===== src/rtl/alu_seq_pkg.sv =====
// alu_seq_pkg: shared definitions for the ALU operation sequencer.
//   - op_e      : 3-bit ALU opcode (LOAD..INC, 7 reserved)
//   - FLAG_*    : bit positions inside the 6-bit ALU flag vector
//   - state_e   : sequencer FSM states
//   - op_is_arith: true for opcodes whose overflow flag is meaningful
package alu_seq_pkg;

  typedef enum logic [2:0] {
    OP_LOAD = 3'd0,
    OP_SUM  = 3'd1,
    OP_SUB  = 3'd2,
    OP_AND  = 3'd3,
    OP_XOR  = 3'd4,
    OP_NOT  = 3'd5,
    OP_INC  = 3'd6,
    OP_RSVD = 3'd7
  } op_e;

  localparam int FLAG_OVF  = 5;
  localparam int FLAG_NEG  = 4;
  localparam int FLAG_ZERO = 3;
  localparam int FLAG_EQ   = 2;
  localparam int FLAG_GT   = 1;
  localparam int FLAG_LT   = 0;

  typedef enum logic [1:0] {
    S_IDLE = 2'd0,
    S_EXEC = 2'd1,
    S_RESP = 2'd2
  } state_e;

  // The ALU reports an overflow bit for every op; it only means something
  // for add and subtract.
  function automatic logic op_is_arith(op_e op);
    return (op == OP_SUM) || (op == OP_SUB);
  endfunction

endpackage


===== src/rtl/alu_op_sequencer.sv =====
// alu_op_sequencer: initiator side of an external combinational ALU.
// Accepts accumulator-style commands on a valid/ready channel, drives the
// ALU funct/a/b for N steps (one per cycle), folds each result into the
// accumulator and returns the final value and flags on a response channel.
//
// Ports:
//   clk, rst_n                    clock, async active-low reset
//   cmd_valid/cmd_ready           command handshake
//   cmd_op/cmd_operand/cmd_use_acc/cmd_rep  command fields
//   rsp_valid/rsp_ready           response handshake
//   rsp_result/rsp_flags/rsp_ovf_any        response payload
//   acc_q                         current accumulator
//   alu_funct/alu_a/alu_b         to the ALU
//   alu_result/alu_flags          from the ALU (same cycle)
//   ovf_sticky/ovf_clr            only when ALU_SEQ_STICKY_OVF_EN is defined
//
// Build option: define ALU_SEQ_STICKY_OVF_EN to add a sticky overflow flag
// that persists across commands until ovf_clr or reset.
module alu_op_sequencer
  import alu_seq_pkg::*;
#(
  parameter int WIDTH = 64,
  parameter int REP_W = 4
) (
  input  logic             clk,
  input  logic             rst_n,
  input  logic             cmd_valid,
  output logic             cmd_ready,
  input  logic [2:0]       cmd_op,
  input  logic [WIDTH-1:0] cmd_operand,
  input  logic             cmd_use_acc,
  input  logic [REP_W-1:0] cmd_rep,
  output logic             rsp_valid,
  input  logic             rsp_ready,
  output logic [WIDTH-1:0] rsp_result,
  output logic [5:0]       rsp_flags,
  output logic             rsp_ovf_any,
  output logic [WIDTH-1:0] acc_q,
`ifdef ALU_SEQ_STICKY_OVF_EN
  output logic             ovf_sticky,
  input  logic             ovf_clr,
`endif
  output logic [2:0]       alu_funct,
  output logic [WIDTH-1:0] alu_a,
  output logic [WIDTH-1:0] alu_b,
  input  logic [WIDTH-1:0] alu_result,
  input  logic [5:0]       alu_flags
);

  state_e           r_state, w_state_nxt;
  op_e              r_op;
  logic [WIDTH-1:0] r_operand;
  logic [WIDTH-1:0] r_acc;
  logic             r_use_acc;
  logic             r_first;
  logic [REP_W-1:0] r_cnt;
  logic [5:0]       r_flags;
  logic             r_ovf_any;

  logic             w_accept;
  logic             w_step;
  logic             w_ovf_step;
  logic [WIDTH-1:0] w_step_res;

  assign w_accept   = cmd_valid && cmd_ready;
  assign w_step     = (r_state == S_EXEC);
  assign w_ovf_step = w_step && alu_flags[FLAG_OVF] && op_is_arith(r_op);
  // Reserved op runs as LOAD; take a directly so the result never depends
  // on how the ALU treats an unused funct code.
  assign w_step_res = (r_op == OP_RSVD) ? alu_a : alu_result;

  // NOTE: every output of this block gets a default before the case so no
  // path leaves a signal unassigned, which would infer a latch.
  always_comb begin
    w_state_nxt = r_state;
    cmd_ready   = 1'b0;
    rsp_valid   = 1'b0;
    alu_funct   = OP_LOAD;
    alu_a       = r_acc;
    alu_b       = '0;
    case (r_state)
      S_IDLE: begin
        cmd_ready = 1'b1;
        if (cmd_valid) w_state_nxt = S_EXEC;
      end
      S_EXEC: begin
        alu_funct = (r_op == OP_RSVD) ? OP_LOAD : r_op;
        alu_b     = r_operand;
        if (r_first && !r_use_acc) alu_a = r_operand;
        if (r_cnt == REP_W'(1)) w_state_nxt = S_RESP;
      end
      S_RESP: begin
        rsp_valid = 1'b1;
        if (rsp_ready) w_state_nxt = S_IDLE;
      end
      default: w_state_nxt = S_IDLE;
    endcase
  end

  // NOTE: sequential state uses non-blocking assignments so every register
  // samples the pre-edge values regardless of statement order.
  always_ff @(posedge clk or negedge rst_n) begin
    if (!rst_n) r_state <= S_IDLE;
    else        r_state <= w_state_nxt;
  end

  always_ff @(posedge clk or negedge rst_n) begin
    if (!rst_n) begin
      r_op      <= OP_LOAD;
      r_operand <= '0;
      r_acc     <= '0;
      r_use_acc <= 1'b0;
      r_first   <= 1'b0;
      r_cnt     <= '0;
      r_flags   <= '0;
      r_ovf_any <= 1'b0;
    end else begin
      if (w_accept) begin
        r_op      <= op_e'(cmd_op);
        r_operand <= cmd_operand;
        r_use_acc <= cmd_use_acc;
        r_first   <= 1'b1;
        r_cnt     <= (cmd_rep == '0) ? REP_W'(1) : cmd_rep;
        r_ovf_any <= 1'b0;
      end
      if (w_step) begin
        r_acc     <= w_step_res;
        r_flags   <= {w_ovf_step, alu_flags[FLAG_OVF-1:0]};
        r_ovf_any <= r_ovf_any | w_ovf_step;
        r_cnt     <= r_cnt - REP_W'(1);
        r_first   <= 1'b0;
      end
    end
  end

`ifdef ALU_SEQ_STICKY_OVF_EN
  logic r_ovf_sticky;

  // A new overflow in the same cycle as a clear takes priority.
  always_ff @(posedge clk or negedge rst_n) begin
    if (!rst_n)          r_ovf_sticky <= 1'b0;
    else if (w_ovf_step) r_ovf_sticky <= 1'b1;
    else if (ovf_clr)    r_ovf_sticky <= 1'b0;
  end

  assign ovf_sticky = r_ovf_sticky;
`endif

  // Accumulator only moves in EXEC, so the response payload is stable
  // for the whole RESP phase without a separate capture register.
  assign rsp_result  = r_acc;
  assign rsp_flags   = r_flags;
  assign rsp_ovf_any = r_ovf_any;
  assign acc_q       = r_acc;

endmodule


===== config.mk =====
export PLATFORM = sky130hd
export DESIGN_NAME = alu_op_sequencer
export DESIGN_NICKNAME = d
export VERILOG_FILES = /design/src/rtl/alu_seq_pkg.sv /design/src/rtl/alu_op_sequencer.sv
export SDC_FILE = /design/constraint.sdc
export NUM_CORES = 1
export LEC_CHECK = 0
export CORE_AREA = 2 2 160 162
export CTS_CLUSTER_SIZE = 30
export DETAILED_ROUTE_END_ITERATION = 12
export DIE_AREA = 0 0 162 164
export PLACE_DENSITY = 0.7
export SETUP_SLACK_MARGIN = 0.5
export SLEW_MARGIN = 40
export SYNTH_ARGS = -nofsm -noshare
export SYNTH_HDL_FRONTEND = slang
export SYNTH_SLANG_ARGS = --single-unit

===== constraint.sdc =====
create_clock -name clk -period 2.4 [get_ports clk]
set_clock_uncertainty 0.1 [all_clocks]
set_input_delay 0.48 -clock clk [delete_from_list [all_inputs] [get_ports clk]]
set_output_delay 0.48 -clock clk [all_outputs]
set_load 0.1 [all_outputs]

# --- Word level (Yosys, flattened, before mapping) ---
# Index checks and enable logic that the tools add are counted.
totals:
  inputBits: 146
  reg_bits: 146
op_classes:
  bitwise_logic: 1
  addsub: 1
  n_eq_ne: 9
  reduce_logical: 10
  n_mux: 19
op_table:
  columns: ["op", "count"]
  rows:
  - ["$mux 64", 4]
  - ["$mux 4", 3]
  - ["$mux 1", 6]
  - ["$mux 2", 3]
  - ["$mux 3", 2]
  - ["$pmux 2 s3", 1]
  - ["$eq 4x1->1 const B", 1]
  - ["$logic_and 1x1->1", 4]
  - ["$logic_not 4->1", 1]
  - ["$ne 2x2->1 const B", 2]
  - ["$sub 4x1->4 const B", 1]
  - ["$eq 3x1->1 const B", 1]
  - ["$eq 3x2->1 const B", 1]
  - ["$eq 3x3->1 const B", 1]
  - ["$reduce_and 3->1", 1]
  - ["$eq 2x1->1 const B", 1]
  - ["$eq 2x2->1 const B", 1]
  - ["$logic_not 2->1", 1]
  - ["$ne 2x1->1 const B", 1]
  - ["$reduce_bool 2->1", 1]
  - ["$logic_not 1->1", 1]
  - ["$logic_or 1x1->1", 1]
  - ["$or 1x1->1", 1]

# --- Longest topological paths before layout ---
logic_depth:
  word_depth: 5
  ltp_mapped: 6

# --- Worst setup path before layout ---
# OpenSTA, ideal clock, no wires.
synth_timing:
  kind: "register to output"
  from: "register r_acc[0] (netlist: acc_q[0])"
  to: "output port alu_a[0]"
  t_required_ns: 1.820
  path_stages_with_launch: 3
  arrival_ns: 3.196
  n_path_buf: 0
  slack_ns: -1.376
  path_cell_list: "dfrtp_1 -> inv_1 -> o21ai_0"
synth_via:
  elab_chain_cells: 2
synth_lines:
  columns: ["item", "line_no", "text"]
  rows:
  - ["start: declaration", "alu_op_sequencer.sv:53", "logic [WIDTH-1:0] r_acc;"]
  - ["start signal: assignment", "alu_op_sequencer.sv:127", "r_acc <= w_step_res;"]
  - ["$mux 64", "alu_op_sequencer.sv:89", "if (r_first && !r_use_acc) alu_a = r_operand;"]
  - ["$mux 64 *", "alu_op_sequencer.sv:81", "case (r_state)"]
  - ["end: declaration", "alu_op_sequencer.sv:44", "output logic [WIDTH-1:0] alu_a,"]
# Mark *: on every way between the ends. The rest lies on a longest branch, timed or not.

# --- Worst setup path after layout ---
layout_timing:
  from: "register r_state[1]"
  to: "output port alu_a[10]"
layout_via:
  elab_chain_cells: 2
layout_lines:
  columns: ["item", "line_no", "text"]
  rows:
  - ["start: declaration", "alu_op_sequencer.sv:50", "state_e r_state, w_state_nxt;"]
  - ["start signal: assignment", "alu_op_sequencer.sv:104", "else r_state <= w_state_nxt;"]
  - ["$eq 2x1->1", "alu_op_sequencer.sv:81", null]
  - ["$mux 64", "alu_op_sequencer.sv:81", null]
# No other way between the ends.

==> results.md <==
Global routing:
- The routing layer with the top usage in global route is met2.
- The total grt overflow is 0.
- Global routing used 7.40% of the available met3 tracks.
- The wire length of the first global-routing pass is about 53000 um.
- The number of global-route vias before repair is 8984.
- Entering global routing, the biggest net connects 54 pins.
- Global routing used 26.2% of the available tracks.
- For met1 alone, demand over resource in global routing was a little under a third.
- Global routing used 45.5% of the available met2 tracks.
- The initial antenna violation count is 3.

Worst setup path:
- The start of the worst register-to-register path is r_state[1].
- Traced cell by cell, the critical path runs through and4bb_4 -> buf_12 -> buf_16 -> buf_4 -> o21ai_4 -> buf_12.
- The capture point of the critical path is alu_a[10].
- The critical path endpoint category is a primary output.
- The number of buffers and inverters on the critical path is 4.
- The setup check on the worst reg-to-reg path leaves a slack of 0.15 ns.
- In this run the worst setup path begins at r_state[1].
- The most used cell along the critical path is buf_12.
- The destination of the worst register-to-register timing path is r_cnt[3].
- The data arrival time at the worst-slack endpoint is 1.91 ns.
- The critical path crosses 6 cells after its start point.
- The cell type of the slowest stage on the worst timing path is dfrtp_1.
- The critical path data required time is around 1.8 ns.
- For the worst flop-to-flop path, the logic depth is 8.
- The type of origin of the critical path is a flip-flop.
- By startpoint and endpoint, the worst setup path is classified as flip-flop to primary output.
- The delay of the slowest critical-path stage is around 0.39 ns.
- The maximum fanout count along the critical path is 12.
- The largest delay contributor family on the critical path is buffers and inverters.

Synth:
- Synthesis handed over a netlist of 990 instances.
- For this run, the number of Yosys warnings is 0.
- In the post-synthesis netlist, the biggest area contributors are dfrtp_1 (47%), nand2_1 (17%), o221ai_1 (7.4%).
- The number of nets handed over by synthesis was 1138.
- The number of distinct library cells after synthesis is 29.
- Of all cell types, the one taking the most synthesized area is dfrtp_1.
- The cell area after synthesis is 0.00769 mm2.
- A synthesized cell averages 7.77 um2.
- The share of synthesized area in the top cell type comes to a little under half.
- The flop and latch count out of synthesis is roughly 150.
- The sequential area share after synthesis is between 40% and 50%.

CTS:
- At the later pin of the worst-skew pair, clock insertion delay measures 0.42 ns.
- TritonCTS built the clock tree.
- The maximum buffer depth of the clock tree is 2.
- The clock drives about 150 sinks.
- In this run, CTS created clock tree buffers numbering 17.
- The clock-pin slew on the worst setup and hold paths is 0.06 ns.
- The cell sitting at the root of the clock tree is a clkbuf_16.
- In this run the number of H-tree levels came out at 4.

Final layout:
- The post-route netlist has 51.8% of its cells at a drive strength greater than 1.
- The top cell types in the final layout, fill and taps aside, are nand2_1 (249), buf_4 (183), buf_12 (152).
- The number of standard cells in the layout, taps in and fillers out is 1751.
- The library cell used most frequently in the layout, excluding fill and tap cells, is nand2_1.
- The post-layout net count is around 1600.
- The area growth from synthesis to layout is 116%.

STA:
- The hold violation total from the final report is 0.
- The final-layout worst hold slack is 0.382 ns.
- Timing would allow up to 402 MHz.
- Setup repair after global routing could not meet its margin everywhere.
- The final critical path takes up 104% of the cycle.
- The final critical-path setup slack is -0.0903 ns.
- Setup violations remaining at the end of the flow were counted as 123.
- The headroom to the max-slew limit is a little under two thirds.
- The actual slew at the worst max-slew pin is around 0.54 ns.
- The post-layout minimum cycle time is ~2.5 ns.
- The number of max-slew violations in the final report came to 0.

Floorplan:
- 414 I/O pins were placed.
- The floorplan step defined a die boundary enclosing 0.0266 mm2.
- In this run the core area contains 58 standard-cell rows.
- The region available for standard cell placement spans 0.0248 mm2.
- The initial cell density of the core is 31.0%.
- The horizontal extent of the die is 162 um.
- The die is 164 um tall.

Detailed routing:
- For this block, the initial DRC count from the detailed router was 468.
- The via density per instance is 4.93.
- In the final routed layout, each cell accounts on average for 20.6 um.
- The first detailed-routing pass ran for 5 iterations.
- In this run the remaining antenna-violating nets after routing total 0.
- The post-detailed-routing wire length is 36000 um.
- The DRC violation count after routing is 0.
- Detailed routing inserted a total of 8627 vias.

Flow run:
- The total of max-cap violations is 0.

Outcome:
- The checks that failed: setup timing.
- The run finished, with violations left.

Placement:
- The number of port buffers is 413.
- The number of placed instances, taps included, is approximately 1600.
- Routability-driven placement finished with a final weighted congestion of 0.847.
- The detailed placement HPWL is 23200 um.

Min path:
- The min-delay analysis places its worst path in the category flip-flop to flip-flop.
==> stage by stage <==
stage | worst slack (ns) | TNS, ns | util, % | cell area (um2)
floorplan | -0.521 | -0.521 | - | 9440
global placement | 0.195 | 0 | 58.4 | 14500
detailed placement | 0.182 | 0 | 58.4 | 14500
CTS | -0.0963 | -7.53 | 65.4 | 16200
global route | -0.148 | -13.74 | 67.0 | 16600
finish | -0.0903 | -5.80 | 67.0 | 16600
==> how the worst min path moves through the flow <==
stage / start / end / depth (start not counted)
finish: rsp_flags[3] / rsp_flags[3] / 2
global route: rsp_flags[4] / rsp_flags[4] / 2
CTS: rsp_flags[3] / rsp_flags[3] / 2
detailed placement: rst_n / rsp_flags[0] / 1
global placement: rst_n / rsp_flags[0] / 1
floorplan: rst_n / acc_q[0] / 0
==> layer usage <==
metal / vias up / share of wire, %
li1: 3959 / -
met4: 0 / 3.1
met3: 61 / 7.9
met2: 383 / 51
met5: - / 0
met1: 4224 / 38
==> cells by family after synthesis <==
logic type / synth area share (%)
multiplexers: 0.146
flip-flops: 47.5
XOR/XNOR: 0.228
adder cells (fa/ha/maj): 0.325
AO/OA/AOI/OAI: 12.1
buffers and inverters: 16.2
AND/OR/NAND/NOR: 23.5
==> final cells by class <==
class                      instances  area, um2
antenna                            3       7.51
clock buffer                      20        447
clock inverter                    12        148
fill                            1875       8190
inverter                         130        728
multi-input combinational        584       4340
sequential                       146       3730
tap                              330        413
timing repair buffer             526       6810
==> tightest hold or removal path, delay by kind of cell, from the launching register on <==
family        cells  cell delay, ns
flops             1            0.34
simple gates      2            0.11
==> cell usage after synthesis <==
cell type	number
ha_1	2
inv_1	130
buf_4	64
mux2_2	1
nand4_2	1
nand4b_1	1
a211oi_1	1
nand3b_1	1
dfrtp_1	146
nand3_1	65
clkbuf_1	36
o21ai_0	66
o221ai_1	65
or3b_1	1
nor2b_1	2
and3_1	3
buf_1	7
nand2b_1	2
nor3b_1	1
nor3_1	4
nand2_1	358
and4bb_2	1
or3_1	1
a221o_1	1
buf_2	24
xor2_1	2
o21a_1	1
a21o_1	1
nor2_1	2
==> what timing repair did <==
action / in CTS / in global routing
gates resized for setup: 82 / 48
hold endpoints to repair: 43 / 0
endpoints found under the setup margin: 198 / 200
setup buffers: 43 / 6
hold buffers: 1 / 0
gates cloned: 17 / 6
pin swaps: 5 / 7
==> sequential cells by signal, indices dropped and copies added (netlist names) <==
signal / count
r_first: 1
r_operand: 64
rsp_ovf_any: 1
rsp_flags: 6
r_use_acc: 1
r_op: 3
r_state: 2
r_cnt: 4
acc_q: 64
Power is not shown: default switching activity piles up to over one toggle a cycle in this logic, so the estimate is an artifact.
==> patch: new RTL, config.mk and constraints unchanged <==
The parameter `REP_W` goes from 4 to 6.
--- a/src/rtl/alu_op_sequencer.sv
+++ b/src/rtl/alu_op_sequencer.sv
@@ -21,5 +21,5 @@
 #(
   parameter int WIDTH = 64,
-  parameter int REP_W = 4
+  parameter int REP_W = 6
 ) (
   input  logic             clk,
Interface: changed (resized cmd_rep); port bits go from 414 to 416. The function was not compared with the original's and may differ.
==> patch against the original RTL <==
  * The run still ends with setup timing left
  * Area after synthesis is 7.0% higher
  * First-iteration DRC count is 21% lower
  * Cell area is 0.82% higher
  * Wire length is 6.4% lower
  * Register-to-register slack better by 290 ps
  * Sequential cell count is 2 higher
  * Setup slack better by 14 ps
  * Critical path type unchanged
Power is left out: the tool's default activity adds up to more than one toggle a clock period on the data nets, which glitch-free logic cannot reach.
==> patch: results (changes against the original RTL) <==
[final_layout]
n_fill_cell = 1826  ; -2.6%
nNetsFinal = 1519  ; -2.2%
antennaDiodeCount = 0  ; -3
ff_latch_area_mm2 = 0.00379  ; +1.5%
drive_gt1_share_pct = 53.3  ; +1.6 points

[setup_path]
crit_end = alu_b[53]
r2r_start = r_state[1]
startpoint = r_state[0]
r2r_cells = 5  ; -3
path_max_fanout = 7  ; -5
r2r_slack_ps = 440  ; +290 ps
rr_endpoint = acc_q[48]

[placed_design]
place_inst = 1576  ; -4.1%
place.gp.congestion = 0.809  ; -4.5%
post-place-ws_ps = 280  ; +97.6 ps
dp_hpwl_um = 22300  ; -3.8%
io_buffers = 415  ; +0.48%
place_area_mm2 = 0.0144  ; -0.55%

[clocking]
ctsRootBufferMaster = clkbuf_16
clkTransAtPathRegs_ps = 60  ; about the same
clkLatencyLatePin_ps = 410
clock_path_buffers = 2  ; unchanged

[synth]
synth_adder_area_share_pct = 0.304  ; -0.021 points
synth_nets = 1081  ; -5.0%
synth-compound-area-share_pct = 10.6  ; -1.5 points
yosysWarnings = 0  ; unchanged
ys_seq_area_share_pct = 45.0  ; -2.5 points
synthTopCellsByCount = 295 x nand2_1, 148 x dfrtp_1, 132 x inv_1
synth_mux_area_share_pct = 8.76  ; +8.6 points
async_reset_ff_share_pct = 100  ; unchanged
synthDistinctLibCells = 35  ; +21%
synth-main-ff-cell = dfrtp_1
syn_inst = 931  ; -6.0%
synth_xor_area_share_pct = 0.106  ; -0.12 points
synth_area_leaders = dfrtp_1 45%, nand2_1 13%, mux2_2 8.8%, buf_4 6.4%, inv_1 6.0%

[detailed_routing]
routed_wl_um = 33700  ; -6.4%
viasPerCell = 4.86  ; -1.4%
drt-initial-drc-count = 370  ; -21%
drt_pass1_iterations = 4  ; -1
wl_per_cell_um = 19.7  ; -4.3%

[min_path]
worstHoldPathType = reg -> reg

[sta]
relSlewSlack_pct = 71.3  ; +7.3 points
worst_slack_ps = -76.1  ; +14.2 ps
fin_hold_ws_ps = 378  ; -4.58 ps
setup_tns_ps = -4730  ; +1070 ps
setup_viol = 117  ; -4.9%

[global_routing]
grt_max_degree = 66  ; +22%
grt_pass1_wl_um = 50600  ; -4.3%
antenna_found_initial = 2  ; -1
first_global_vias = 8572  ; -4.6%
grt.total_usage_pct = 24.9  ; -1.3 points

[outcome]
status = complete, but fails checks
violations = setup timing

==> patch: cell count changes after synthesis, moves of 4 or more <==
cell,delta
buf_1,-4
buf_4,+6
buf_6,+8
clkbuf_1,-14
mux2_2,+63
nand2_1,-63
o21ai_0,-65
o221ai_1,-30
o221ai_2,+30
==> patch: layer usage <==
metal  up-vias  track usage (%)  routed length [um]
li1       3847                -                   -
met1      4124             28.9               12900
met2       298             45.6               18000
met3        48             5.45                1990
met4         2             8.41                 868
met5         -                0                  13
==> patch: worst min path at each step <==
stage	to	cells past startpoint	start
2_1_floorplan	acc_q[0]	0	rst_n
3_3_place_gp	r_operand[26]	1	rst_n
3_5_place_dp	r_operand[25]	1	rst_n
4_1_cts	rsp_flags[4]	2	rsp_flags[4]
5_1_grt	rsp_flags[0]	2	rsp_flags[0]
6_report	rsp_flags[4]	2	rsp_flags[4]
==> patch: critical path: stages, from the launching register on <==
cell and delay, ps:
dfrtp_2 410, nor2b_4 290, buf_12 140, buf_16 130, buf_16 190, nand2_4 70
clkinvlp_4 80, buf_12 170
==> patch: cells by family (layout without fill, tap and decap cells) <==
group / count (synthesis) / after routing
compound gates: 78 / 78
xor+xnor: 1 / 1
fa+ha+maj: 2 / 2
buf+inv: 256 / 706
flops: 148 / 148
mux: 64 / 64
simple gates: 382 / 383
==> patch: what timing repair did <==
| item | 4_1_cts | 5_1_grt |
|---|---|---|
| endpoints found under the hold margin | 36 | 0 |
| pin swaps | 4 | 0 |
| setup endpoints to repair | 197 | 197 |
| gates resized for setup | 57 | 37 |
| hold buffers | 1 | 0 |
| setup buffers | 57 | 32 |
| gates cloned | 14 | 0 |
==> patch: cell type report <==
class	count	area share [%]
multi-input combinational	528	26.6
inverter	132	4.39
clock buffer	22	2.89
clock inverter	10	0.866
sequential	148	22.6
tap	330	2.46
timing repair buffer	542	40.2
